### config.mk
export PLATFORM = sky130hd
export DESIGN_NAME = countdown_timer
export DESIGN_NICKNAME = d
export VERILOG_FILES = /design/src/rtl/countdown_timer.sv
export SDC_FILE = /design/constraint.sdc
export NUM_CORES = 1
export LEC_CHECK = 0
export CAP_MARGIN = 15
export CORE_UTILIZATION = 50
export DETAILED_ROUTE_END_ITERATION = 8
export MAX_ROUTING_LAYER = met4
export PLACE_DENSITY = 0.78
export SYNTH_ARGS = -nofsm -noshare
export SYNTH_HDL_FRONTEND = slang
export SYNTH_SLANG_ARGS = --single-unit
### constraint.sdc
create_clock -name clk -period 2.59 [get_ports clk]
set_clock_uncertainty 0.1 [all_clocks]
set_input_delay 0.259 -clock clk [delete_from_list [all_inputs] [get_ports clk]]
set_output_delay 0.259 -clock clk [all_outputs]
set_load 0.03 [all_outputs]
### src/rtl/countdown_timer.sv
// countdown_timer: loadable down-counter with terminal-count strobe.
// Runs one-shot (stops in DONE at zero) or auto-reload (periodic tc_pulse
// every N enabled cycles). Per-cycle priority is clear > load > enable.
module countdown_timer #(
  parameter int WIDTH     = 8,
  parameter int MAX_COUNT = 255
) (
  input  logic             clk,
  input  logic             reset,
  input  logic             clear,
  input  logic             load,
  input  logic [WIDTH-1:0] load_value,
  input  logic             enable,
  input  logic             auto_reload,
  output logic [WIDTH-1:0] count,
  output logic             busy,
  output logic             zero,
  output logic             tc_pulse
);

  // A MAX_COUNT wider than the count register is clamped to all-ones.
  localparam int MAX_FIT_C = (MAX_COUNT > ((2 ** WIDTH) - 1)) ? ((2 ** WIDTH) - 1) : MAX_COUNT;
  localparam logic [WIDTH-1:0] MAX_C  = WIDTH'(MAX_FIT_C);
  localparam logic [WIDTH-1:0] ONE_C  = WIDTH'(1);
  localparam logic [WIDTH-1:0] ZERO_C = WIDTH'(0);

  typedef enum logic [1:0] {
    ST_IDLE = 2'd0,
    ST_RUN  = 2'd1,
    ST_DONE = 2'd2
  } state_t;

  state_t           state_r;
  logic [WIDTH-1:0] count_r;
  logic [WIDTH-1:0] reload_r;
  logic             busy_r;
  logic             tc_pulse_r;
  logic [WIDTH-1:0] load_sat_s;

  // Saturate the requested start value at MAX_COUNT.
  always_comb begin
    load_sat_s = load_value;
    if (load_value > MAX_C) begin
      load_sat_s = MAX_C;
    end else begin
      load_sat_s = load_value;
    end
  end

  // Counter FSM: state, count, reload value and registered status outputs.
  always_ff @(posedge clk or negedge reset) begin
    if (!reset) begin
      state_r    <= ST_IDLE;
      count_r    <= ZERO_C;
      reload_r   <= ZERO_C;
      busy_r     <= 1'b0;
      tc_pulse_r <= 1'b0;
    end else begin
      tc_pulse_r <= 1'b0;
      if (clear) begin
        // Abort: reload_r keeps its value; only count and state are dropped.
        state_r <= ST_IDLE;
        count_r <= ZERO_C;
        busy_r  <= 1'b0;
      end else if (load) begin
        // A load restarts the run even mid-count and never strobes tc_pulse.
        count_r  <= load_sat_s;
        reload_r <= load_sat_s;
        if (load_sat_s != ZERO_C) begin
          state_r <= ST_RUN;
          busy_r  <= 1'b1;
        end else begin
          state_r <= ST_IDLE;
          busy_r  <= 1'b0;
        end
      end else begin
        case (state_r)
          ST_RUN: begin
            if (enable) begin
              if (count_r == ONE_C) begin
                // Terminal cycle: auto_reload is only looked at here.
                tc_pulse_r <= 1'b1;
                if (auto_reload) begin
                  count_r <= reload_r;
                  state_r <= ST_RUN;
                  busy_r  <= 1'b1;
                end else begin
                  count_r <= ZERO_C;
                  state_r <= ST_DONE;
                  busy_r  <= 1'b0;
                end
              end else if (count_r > ONE_C) begin
                count_r <= count_r - ONE_C;
              end else begin
                // count==0 in RUN cannot arise; park safely in IDLE if it does.
                count_r <= ZERO_C;
                state_r <= ST_IDLE;
                busy_r  <= 1'b0;
              end
            end else begin
              // Paused: hold count and state.
              count_r <= count_r;
            end
          end
          ST_IDLE: begin
            count_r <= count_r;
          end
          ST_DONE: begin
            count_r <= ZERO_C;
          end
          default: begin
            // Illegal encoding: recover to IDLE.
            state_r <= ST_IDLE;
            count_r <= ZERO_C;
            busy_r  <= 1'b0;
          end
        endcase
      end
    end
  end

  assign count    = count_r;
  assign busy     = busy_r;
  assign tc_pulse = tc_pulse_r;
  assign zero     = (count_r == ZERO_C);

endmodule

# Word-level counts from Yosys, hierarchy flattened
# Cells that the tools add are included.
[word_totals]
ff_bits = 20
input_bits = 14
[classes]
n_addsub = 1
n_lt_le_gt_ge = 2
n_eq_ne = 7
mux = 29
n_bitwise = 1
reduce_logical = 7
[op_table]
columns = ["operator", "n"]
rows = [
  ["8-bit 2-to-1 mux", 7],
  ["8-bit one-hot mux with 2 select lines", 1],
  ["1-bit 2-to-1 mux", 13],
  ["2-bit 2-to-1 mux", 6],
  ["8-bit by 1-bit equality test with 1-bit output, second input constant", 1],
  ["8-bit by 1-bit greater-than comparator with 1-bit output, second input constant", 1],
  ["8-bit greater-than comparator, second input constant", 1],
  ["8-bit logical NOT", 1],
  ["8-bit nonzero test", 1],
  ["8-bit by 1-bit subtractor with 8-bit output, second input constant", 1],
  ["5-bit != test, second input constant", 1],
  ["4-bit != test, second input constant", 1],
  ["2-bit one-hot mux with 2 select lines", 1],
  ["2-bit AND reduction", 2],
  ["3-bit by 1-bit != test with 1-bit output, second input constant", 1],
  ["3-bit != test, second input constant", 1],
  ["3-bit AND reduction", 1],
  ["2-bit by 1-bit equality test with 1-bit output, second input constant", 1],
  ["2-bit equality test, second input constant", 1],
  ["2-bit logical NOT", 1],
  ["1-bit one-hot mux with 2 select lines", 1],
  ["2-bit OR reduction", 1],
  ["1-bit NOT", 1],
]

# Depth between registers and ports, before layout
# Gate-level depths: netlist (run 1).
[depth]
depth_word = 7
depth_mapped = 6
depth_no_buf = 6

# Least setup slack after synthesis (run 1)
# No wires, ideal clock.
[synth_timing]
kind = "register to register"
startpoint = "reg count_r[0] (netlist: count[0])"
endpoint = "reg count_r[7] (netlist: count[7])"
setup_ns = 0.087
arrival_ns = 1.945
setup_slack_ns = 0.458
path_stages_with_launch = 7
n_path_buf = 0
period_less_slack_ns = 2.132
path_cell_list = "dfrtp_1 > inv_1 > ha_1 > or2_2 > a31oi_4 > a21bo_1 > a211oi_2"
[synth_between]
elab_chain_cells = 7
elab_cells_between_ends = 9
cone_classes = "add/sub (1); order compare (1); eq/ne (1); mux (6)"
[synth_rtl]
columns = ["item", "line", "source"]
rows = [
  ["from (decl)", "34", "logic [WIDTH-1:0] count_r;"],
  ["from (signal assigned)", "67", "count_r <= load_sat_s;"],
  ["from (signal assigned)", "84", "count_r <= reload_r;"],
  ["from (signal assigned)", "93", "count_r <= count_r - ONE_C;"],
  ["8-bit by 1-bit subtractor with 8-bit output or 8-bit by 1-bit greater-than comparator with 1-bit output (tied branches)", "93, 92", ""],
  ["8-bit 2-to-1 mux", "92", "end else if (count_r > ONE_C) begin"],
  ["8-bit 2-to-1 mux *", "80", "if (count_r == ONE_C) begin"],
  ["8-bit 2-to-1 mux *", "79", "if (enable) begin"],
  ["8-bit one-hot mux with 2 select lines *", "77", "case (state_r)"],
  ["8-bit 2-to-1 mux *", "65", "end else if (load) begin"],
  ["8-bit 2-to-1 mux *", "60", "if (clear) begin"],
]
# Mark *: on every way between the ends. The rest lies on a longest branch, timed or not. The select of a mux whose other input is x is not followed.
# A chain may end at the register's enable or synchronous reset.

# Worst setup path in the final report (run 1)
[layout_timing]
startpoint = "reg count_r[6] (netlist: count[6])"
endpoint = "out zero"
[layout_between]
elab_chain_cells = 1
[layout_rtl]
columns = ["item", "line", "source"]
rows = [
  ["8-bit logical NOT", "125", "assign zero = (count_r == ZERO_C);"],
  ["to (decl)", "17", "output logic zero,"],
]
# No other way between the ends.

==> results of run 1 <==
-- worst max-delay path: cells and delay by family, from the launching register on --
family | cells | cell delay, ns
buf+inv | 2 | 0.85
simple gates | 2 | 0.49
flops | 1 | 0.48
-- kinds of logic (layout without fill, tap and decap cells) --
kind of cell               after synthesis  count (layout)  synth area share, %
DFF                                     19              19                 38.5
and+or+nand+nor                         61              61                 26.4
AOI/OAI and AO/OA                       36              36                 21.3
buffers and inverters                   12              35                 4.46
adders and majority gates                2               2                 2.03
muxes                                    8               8                 7.30
-- per-layer routing --
metal	global-route usage (%)	up-vias	routed length, um
li1	-	560	-
met1	34.3	545	1340
met2	41.3	46	1400
met3	4.09	7	153
met4	10.8	0	58
met5	-	-	0
-- cell usage in the layout (no fill, tap or decap), drive strengths merged --
cell type      Yosys  routed
a311oi             2       2
a211o              1       1
nor4              10      10
nand2             13      13
a31o               1       1
nor3               2       2
or4                1       1
inv                4       4
nor4b              1       1
and2               1       1
a21boi             1       1
mux2               8       8
dfrtp             19      19
a31oi              4       4
or2                4       4
o21ai              1       1
ha                 2       2
clkbuf             4       4
or4b               1       1
nor2              16      16
nand2b             3       3
a21oi             15      15
nand4              1       1
and3               1       1
nand3              7       7
clkdlybuf4s50      0      24
a211oi            10      10
buf                4       3
a21bo              1       1
-- state kept, by name (all words and copies together), names as in the netlist --
register	flops
count	8
reload_r	8
state_r	2
tc_pulse	1
-- worst paths after layout --
kind / end / slack [ns] / startpoint
max: zero / 0.10 / count[6]
min: count[4] / 0.34 / reset
max reg2reg: count[7] / 0.47 / count[0]
min reg2reg: reload_r[4] / 0.42 / reload_r[4]
max in group asynchronous: reload_r[2] / 1.51 / reset
min in group clk: reload_r[4] / 0.42 / reload_r[4]
-- layout make-up --
cell class                      count  area share (%)
Multi-Input combinational cell    107            46.3
Sequential cell                    19            31.3
Timing Repair Buffer               27            17.3
Tap cell                           28            2.31
Clock buffer                        4            1.73
Inverter                            4           0.989
-- metrics by stage --
stage	util, %	total power, mW	cells	cell area [um2]	setup slack [ns]
after detailed placement	65.5	0.750	185	1490	0.198
after floorplan	-	0.623	138	1230	0.458
after global routing	66.7	0.953	189	1520	0.00378
after CTS	66.7	0.905	189	1520	0.114
after global placement	65.5	0.741	185	1490	0.284
final	66.7	0.906	189	1520	0.105
-- power breakdown --
part	switching (mW)	internal, mW	total, mW
clock network	0.0966	0.0602	0.157
registers	0.0487	0.336	0.384
logic	0.202	0.163	0.365
total	0.347	0.559	0.906
==> reports/results.ini, run 1 <==
[outcome]
status = complete, no violations

[timing]
finalHoldViolCount = 0
max_freq_ghz = 0.402
post-route-period-util_pct = 96.0
tightest_slew_ns = 0.886
slew_violations = 0
rsz0062_at_grt = no
period_minus_slack_ns = 2.49
setup_viol = 0
timing.hold.ws_ns = 0.339
fin_tns_setup_ns = 0
relSlewSlack_pct = 40.8

[place]
port_buffers = 24
gp_congestion = 0.867
dp_hpwl_um = 2150

[global_routing]
grt_pass1_vias = 1082
grt_pass1_wl_um = 5050
grt_max_degree = 20
antenna_found_initial = 0
grt-ovfl-total = 0
track_usage_pct = 26.5

[drt]
drtPass1Iterations = 4
drt_wl_total_um = 2950
drt_iter0_markers = 57
wire_per_inst_um = 15.6
post-route-drc-count = 0
ant_nets = 0
vias = 1158
viasPerCell = 6.13

[yosys]
syn_inst = 138
synthTopCellsByCount = 19 x dfrtp_1, 16 x nor2_1, 15 x a21oi_1
synthesis.nets = 154
yosysMostFrequentCell = dfrtp_1
synth_area_per_cell_um2 = 8.94
yosys.cell_types.count = 33
synth_top_area_cell = dfrtp_1
synthFlopType = dfrtp_1
synth-seq-cells = 19
ys_seq_area_share_pct = 38.5
synth_edf_count = 0
synth.top_cell.area_share_pct = 38.5
synth-async-reset-ratio_pct = 100
syn-cell-area_um2 = 1230
synth-warning-count = 0
ys_top_cells_by_area = dfrtp_1 39%, mux2_2 7.3%, a21oi_1 6.1%

[floorplan]
fp.coreArea_um2 = 2280
rows = 17
start_util_pct = 54.2
dieArea_um2 = 2670
ioPinCount = 25
die_x_um = 51.7
die_height_um = 51.7

[final_layout]
multi_input_area_um2 = 703
layout.nets = 178
seqCellArea_um2 = 475
nFillCells = 182
area_delta_synth_final_pct = 23.0
antenna_cells = 0
layout-drive-gt1-share_pct = 16.1

[critical_path]
crit_slowest_cell = clkdlybuf4s50_1
cpPeakStageDelay_ns = 0.66
crit_path_start_kind = flop
critPathMaxFanout = 7
endpoint_kind = output pin
path_class = flop to output pin
ff2ff_path_depth = 6
crit_arrival_ns = 2.13
required_ns = 2.23
crit_chain = nor4_1 -> buf_4 -> and3_1 -> clkdlybuf4s50_1

[clock_network]
cts_buffers = 3
clock_sinks = 19
clk_latency_ns = 0.31
path_clk_slew_ns = 0.11
clock_path_buffers = 2
cts_tree = yes
htree_levels = 1
postCtsSetupBuffers = 0
postCtsHoldBufs = 0
clockRootBuffer = clkbuf_4
post_cts_resize_count = 0

[power_and_ir_drop]
ir_drop_mv = 0.386
p_leak_nw = 0.585
p_per_area_nw_per_um2 = 597

[run]
maxCapViolCount = 0

[min_path]
hold_path.class = input pin to async pin

Note: power is estimated with default switching activity, not from simulation.
==> run 2: changes to the inputs <==
--- a/config.mk
+++ b/config.mk
@@ -6,10 +6,10 @@
 export NUM_CORES = 1
 export LEC_CHECK = 0
 export CAP_MARGIN = 15
-export CORE_UTILIZATION = 50
+export CORE_UTILIZATION = 46
 export DETAILED_ROUTE_END_ITERATION = 8
 export MAX_ROUTING_LAYER = met4
-export PLACE_DENSITY = 0.78
+export PLACE_DENSITY = 0.76
 export SYNTH_ARGS = -nofsm -noshare
 export SYNTH_HDL_FRONTEND = slang
 export SYNTH_SLANG_ARGS = --single-unit
==> constraint.sdc (replaced) <==
create_clock -name clk -period 2.19 [get_ports clk]
set_clock_uncertainty 0.1 [all_clocks]
set_input_delay 0.219 -clock clk [delete_from_list [all_inputs] [get_ports clk]]
set_output_delay 0.219 -clock clk [all_outputs]
set_load 0.03 [all_outputs]
==> reports/results.ini, run 2 (same netlist as run 1, synthesis figures left out) <==
[final_layout]
fin_area_um2 = 1560
nFillCells = 234
area_delta_synth_final_pct = 26.7
layout-drive-gt1-share_pct = 19.3
layout.nets = 183
final_util_pct = 62.5
antenna_cells = 0
final_cell_mix = 23 x clkdlybuf4s50_1, 19 x dfrtp_1, 16 x nor2_1
seqCellArea_um2 = 475
layout_commonest_cell = clkdlybuf4s50_1
multi_input_area_um2 = 709

[critical_path]
endpoint_kind = output pin
path_class = flop to output pin
crit_path_start_kind = flop
critPathMaxFanout = 8
crit_arrival_ns = 1.73
required_ns = 1.87

[global_routing]
grt_pass1_vias = 1055
antenna_found_initial = 0
grt_pass1_wl_um = 4850
grt-ovfl-total = 0
grt_max_degree = 20
track_usage_pct = 24.3

[power_and_ir_drop]
p_leak_nw = 0.615
ir_drop_mv = 0.423
power.internal_mw = 0.665
switching_share_pct = 38.1
p_per_area_nw_per_um2 = 687
clkPwrFrac_pct = 16.8
switchingPower_mw = 0.409
p_seq_share_pct = 42.1
p_comb_share_pct = 41.1
finalPower_mw = 1.07

[floorplan]
rows = 18
die_height_um = 53.8
ioPinCount = 25
fp.coreArea_um2 = 2500
die_x_um = 53.8
start_util_pct = 49.3
dieArea_um2 = 2890

[timing]
period_minus_slack_ns = 2.05
post-route-period-util_pct = 93.4
timing.hold.ws_ns = 0.144
setup_viol = 0
relSlewSlack_pct = 68.2
finalHoldViolCount = 0
max_freq_ghz = 0.489
rsz0062_at_grt = no
tightest_slew_ns = 0.472
fin_tns_setup_ns = 0
slew_violations = 0

[drt]
ant_nets = 0
drtPass1Iterations = 4
drt_iter0_markers = 43
post-route-drc-count = 0
wire_per_inst_um = 14.8
vias = 1169
drt_wl_total_um = 2900
viasPerCell = 5.96

[place]
port_buffers = 24
dp_hpwl_um = 2190
placed_area_um2 = 1530
gp_congestion = 0.879

[clock_network]
htree_levels = 1
clock_path_buffers = 2
cts_buffers = 3
clk_latency_ns = 0.29
clock_sinks = 19
cts_tree = yes
path_clk_slew_ns = 0.11
postCtsSetupBuffers = 0
clockRootBuffer = clkbuf_4

[min_path]
hold_path.class = input pin to async pin

[run]
maxCapViolCount = 0

[outcome]
status = complete, no violations

[run 2: changes by cell type in the layout (fill, tap and decap cells not counted), sizes merged]
cell,previous run,this run
clkdlybuf4s50,24,23
dlygate4sd2,0,1
buf,3,8
[run 2: worst max-delay path, cell delays in order (launching register included)]
cell	delay, ns
dfrtp_1	0.45
inv_1	0.10
ha_1	0.30
and3_1	0.19
dlygate4sd2_1	0.39
[run 2: power groups by stage]
stage / logic [mW] / registers (mW) / clock network, mW
after floorplan: 0.246 / 0.490 / 0
after global placement: 0.432 / 0.454 / 0
after detailed placement: 0.439 / 0.458 / 0
after CTS: 0.437 / 0.451 / 0.189
after global routing: 0.478 / 0.459 / 0.203
final: 0.441 / 0.452 / 0.180
[run 2: routing by layer]
layer | global-route usage (%) | wire length [um]
met5 | - | 0
met4 | 5.70 | 18
met3 | 3.67 | 147
met2 | 38.3 | 1380
met1 | 32.6 | 1350
[run 2: final timing paths]
path,startpoint,to,slack (ns),cells past startpoint
worst min-delay path,reset,count[2],0.14,2
min in group clk,reload_r[0],reload_r[0],0.44,1
worst max register to register,state_r[1],count[4],0.15,4
worst min register to register,reload_r[0],reload_r[0],0.44,1
max in group asynchronous,reset,reload_r[6],1.63,2
worst max-delay path,count[0],zero,0.14,4
[run 2: layout make-up]
type / count / area share [%]
tap: 30 / 2.40
multi-input combinational: 107 / 45.4
clock buffer: 4 / 1.68
timing repair buffer: 32 / 19.1
inverter: 4 / 0.961
sequential: 19 / 30.4
[run 2: repair_timing]
| item | 4_1_cts | 5_1_grt |
|---|---|---|
| gates resized for setup | 1 | 1 |
| setup endpoints to repair | 1 | 1 |
| hold buffers | 0 | 0 |
| gates cloned | 0 | 0 |
[run 2: through the flow]
step	setup WS (ns)	std cells
after floorplan	0.0578	138
after global placement	-0.0922	192
after detailed placement	-0.115	192
after CTS	0.127	196
after global routing	0.00556	196
final	0.145	196
==> run 3: changes to the inputs <==
--- a/config.mk
+++ b/config.mk
@@ -6,10 +6,11 @@
 export NUM_CORES = 1
 export LEC_CHECK = 0
 export CAP_MARGIN = 15
+export CORE_ASPECT_RATIO = 1.25
 export CORE_UTILIZATION = 46
 export DETAILED_ROUTE_END_ITERATION = 8
 export MAX_ROUTING_LAYER = met4
-export PLACE_DENSITY = 0.76
+export PLACE_DENSITY_LB_ADDON = 0.1
 export SYNTH_ARGS = -nofsm -noshare
 export SYNTH_HDL_FRONTEND = slang
 export SYNTH_SLANG_ARGS = --single-unit
==> reports/results.ini, run 3 (same netlist as run 1, synthesis figures left out) <==
[outcome]
status = complete, no violations

[place]
port_buffers = 24
placedCellCount = 199
gp_congestion = 0.845
placed_area_um2 = 1570
dp_hpwl_um = 2280

[power_and_ir_drop]
p_per_area_nw_per_um2 = 685
p_leak_nw = 0.635
finalPower_mw = 1.09
ir_drop_mv = 0.440

[global_routing]
use_met2_pct = 38.8
track_usage_pct = 23.4
grt_max_degree = 20
met3_usage_pct = 4.33
grt_use_met1_pct = 26.1
busiest_layer = met2
grt_pass1_vias = 1086
grt-ovfl-total = 0
grt_pass1_wl_um = 4900
antenna_found_initial = 0

[timing]
relSlewSlack_pct = 60.5
max_freq_ghz = 0.475
slew_violations = 0
post-route-period-util_pct = 96.1
setup_viol = 0
period_minus_slack_ns = 2.11
finalHoldViolCount = 0
tightest_slew_ns = 0.587
rsz0062_at_grt = no

[run]
maxCapViolCount = 0

[clock_network]
cts_buffers = 3
htree_levels = 1
clock_path_buffers = 2
clock_sinks = 19
clockRootBuffer = clkbuf_4
postCtsHoldBufs = 0
cts_tree = yes
clk_latency_ns = 0.31
path_clk_slew_ns = 0.11

[drt]
drt_iter0_markers = 41
viasPerCell = 5.92
drtPass1Iterations = 4
vias = 1201
drt_wl_total_um = 3020
wire_per_inst_um = 14.9
post-route-drc-count = 0
ant_nets = 0

[final_layout]
area_delta_synth_final_pct = 28.9
antenna_cells = 0
final_cell_mix = 23 x clkdlybuf4s50_1, 19 x dfrtp_1, 16 x nor2_1
layout_commonest_cell = clkdlybuf4s50_1
layout.nets = 187
fin_cells = 203
layout-drive-gt1-share_pct = 20.6
fin_area_um2 = 1590

[critical_path]
endpoint_kind = flop
crit_arrival_ns = 2.24
critPathMaxFanout = 6
crit_slowest_cell = or4b_1
crit_top_cell = nor4_1
cp_num_buf_inv = 0
crit_chain = or4b_1 -> nor4_1 -> nor4_1 -> a211oi_2
crit_path_start_kind = flop
cpPeakStageDelay_ns = 0.71
required_ns = 2.32
cp_top_family = simple AND/OR/NAND/NOR gates
path_class = flop to flop

[floorplan]
ioPinCount = 25
fp.coreArea_um2 = 2480
start_util_pct = 49.8
rows = 20
die_height_um = 59.9
dieArea_um2 = 2890
die_x_um = 48.3

[min_path]
hold_path.class = input pin to async pin

## run 3: cell types whose count changed in the layout (fill, tap and decap cells not counted)
cell	previous run	this run
buf_4	8	12
nor4_2	1	0
nor4_1	8	9
## run 3: timing repair
| action | 4_1_cts | 5_1_grt |
|---|---|---|
| endpoints found under the hold margin | 0 | 0 |
| buffers inserted | 0 | 0 |
| setup endpoints to repair | 1 | 0 |
| gates resized for setup | 1 | 0 |
## run 3: path summary, 6_finish.rpt
| path | startpoint | slack [ns] | endpoint | depth (start not counted) |
|---|---|---|---|---|
| max | state_r[1] | 0.08 | count[7] | 4 |
| min | reset | 0.14 | count[5] | 2 |
| max reg2reg | state_r[1] | 0.08 | count[7] | 4 |
| min reg2reg | reload_r[1] | 0.42 | reload_r[1] | 1 |
| max in group asynchronous | reset | 1.64 | count[2] | 2 |
| min in group clk | reload_r[1] | 0.42 | reload_r[1] | 1 |
## run 3: layout make-up
type / count / area (um2)
Fill cell: 223 / 887
Sequential cell: 19 / 475
Tap cell: 33 / 41.3
Clock buffer: 4 / 26.3
Multi-Input combinational cell: 107 / 703
Inverter: 4 / 15.0
Timing Repair Buffer: 36 / 329
## run 3: power breakdown
part / total, mW / switching [mW] / internal (mW)
sequential: 0.440 / 0.0426 / 0.397
combinational: 0.463 / 0.256 / 0.207
clock: 0.186 / 0.114 / 0.0712
## run 3: worst register-to-register path: stages, from the launching register on
cell and delay [ns]:
dfrtp_1 0.41, or4b_1 0.71, nor4_1 0.49, nor4_1 0.12, a211oi_2 0.20
## run 3: routing by layer
metal,up-vias,share of wire (%),wire [um]
met5,-,0,0
met4,0,1.6,48
met3,5,6.2,187
met2,56,50,1500
met1,561,42,1280
li1,579,-,-
## run 3: stage by stage
step           hold WS [ns]  util, %  setup WS [ns]  TNS (ns)
2_1_floorplan        -0.177        -         0.0578         0
3_3_place_gp          0.393     63.2        -0.0329   -0.0555
3_5_place_dp          0.400     63.2        -0.0945    -0.300
4_1_cts               0.144     64.2          0.119         0
5_1_grt               0.145     64.2        0.00480         0
6_report              0.140     64.2         0.0848         0
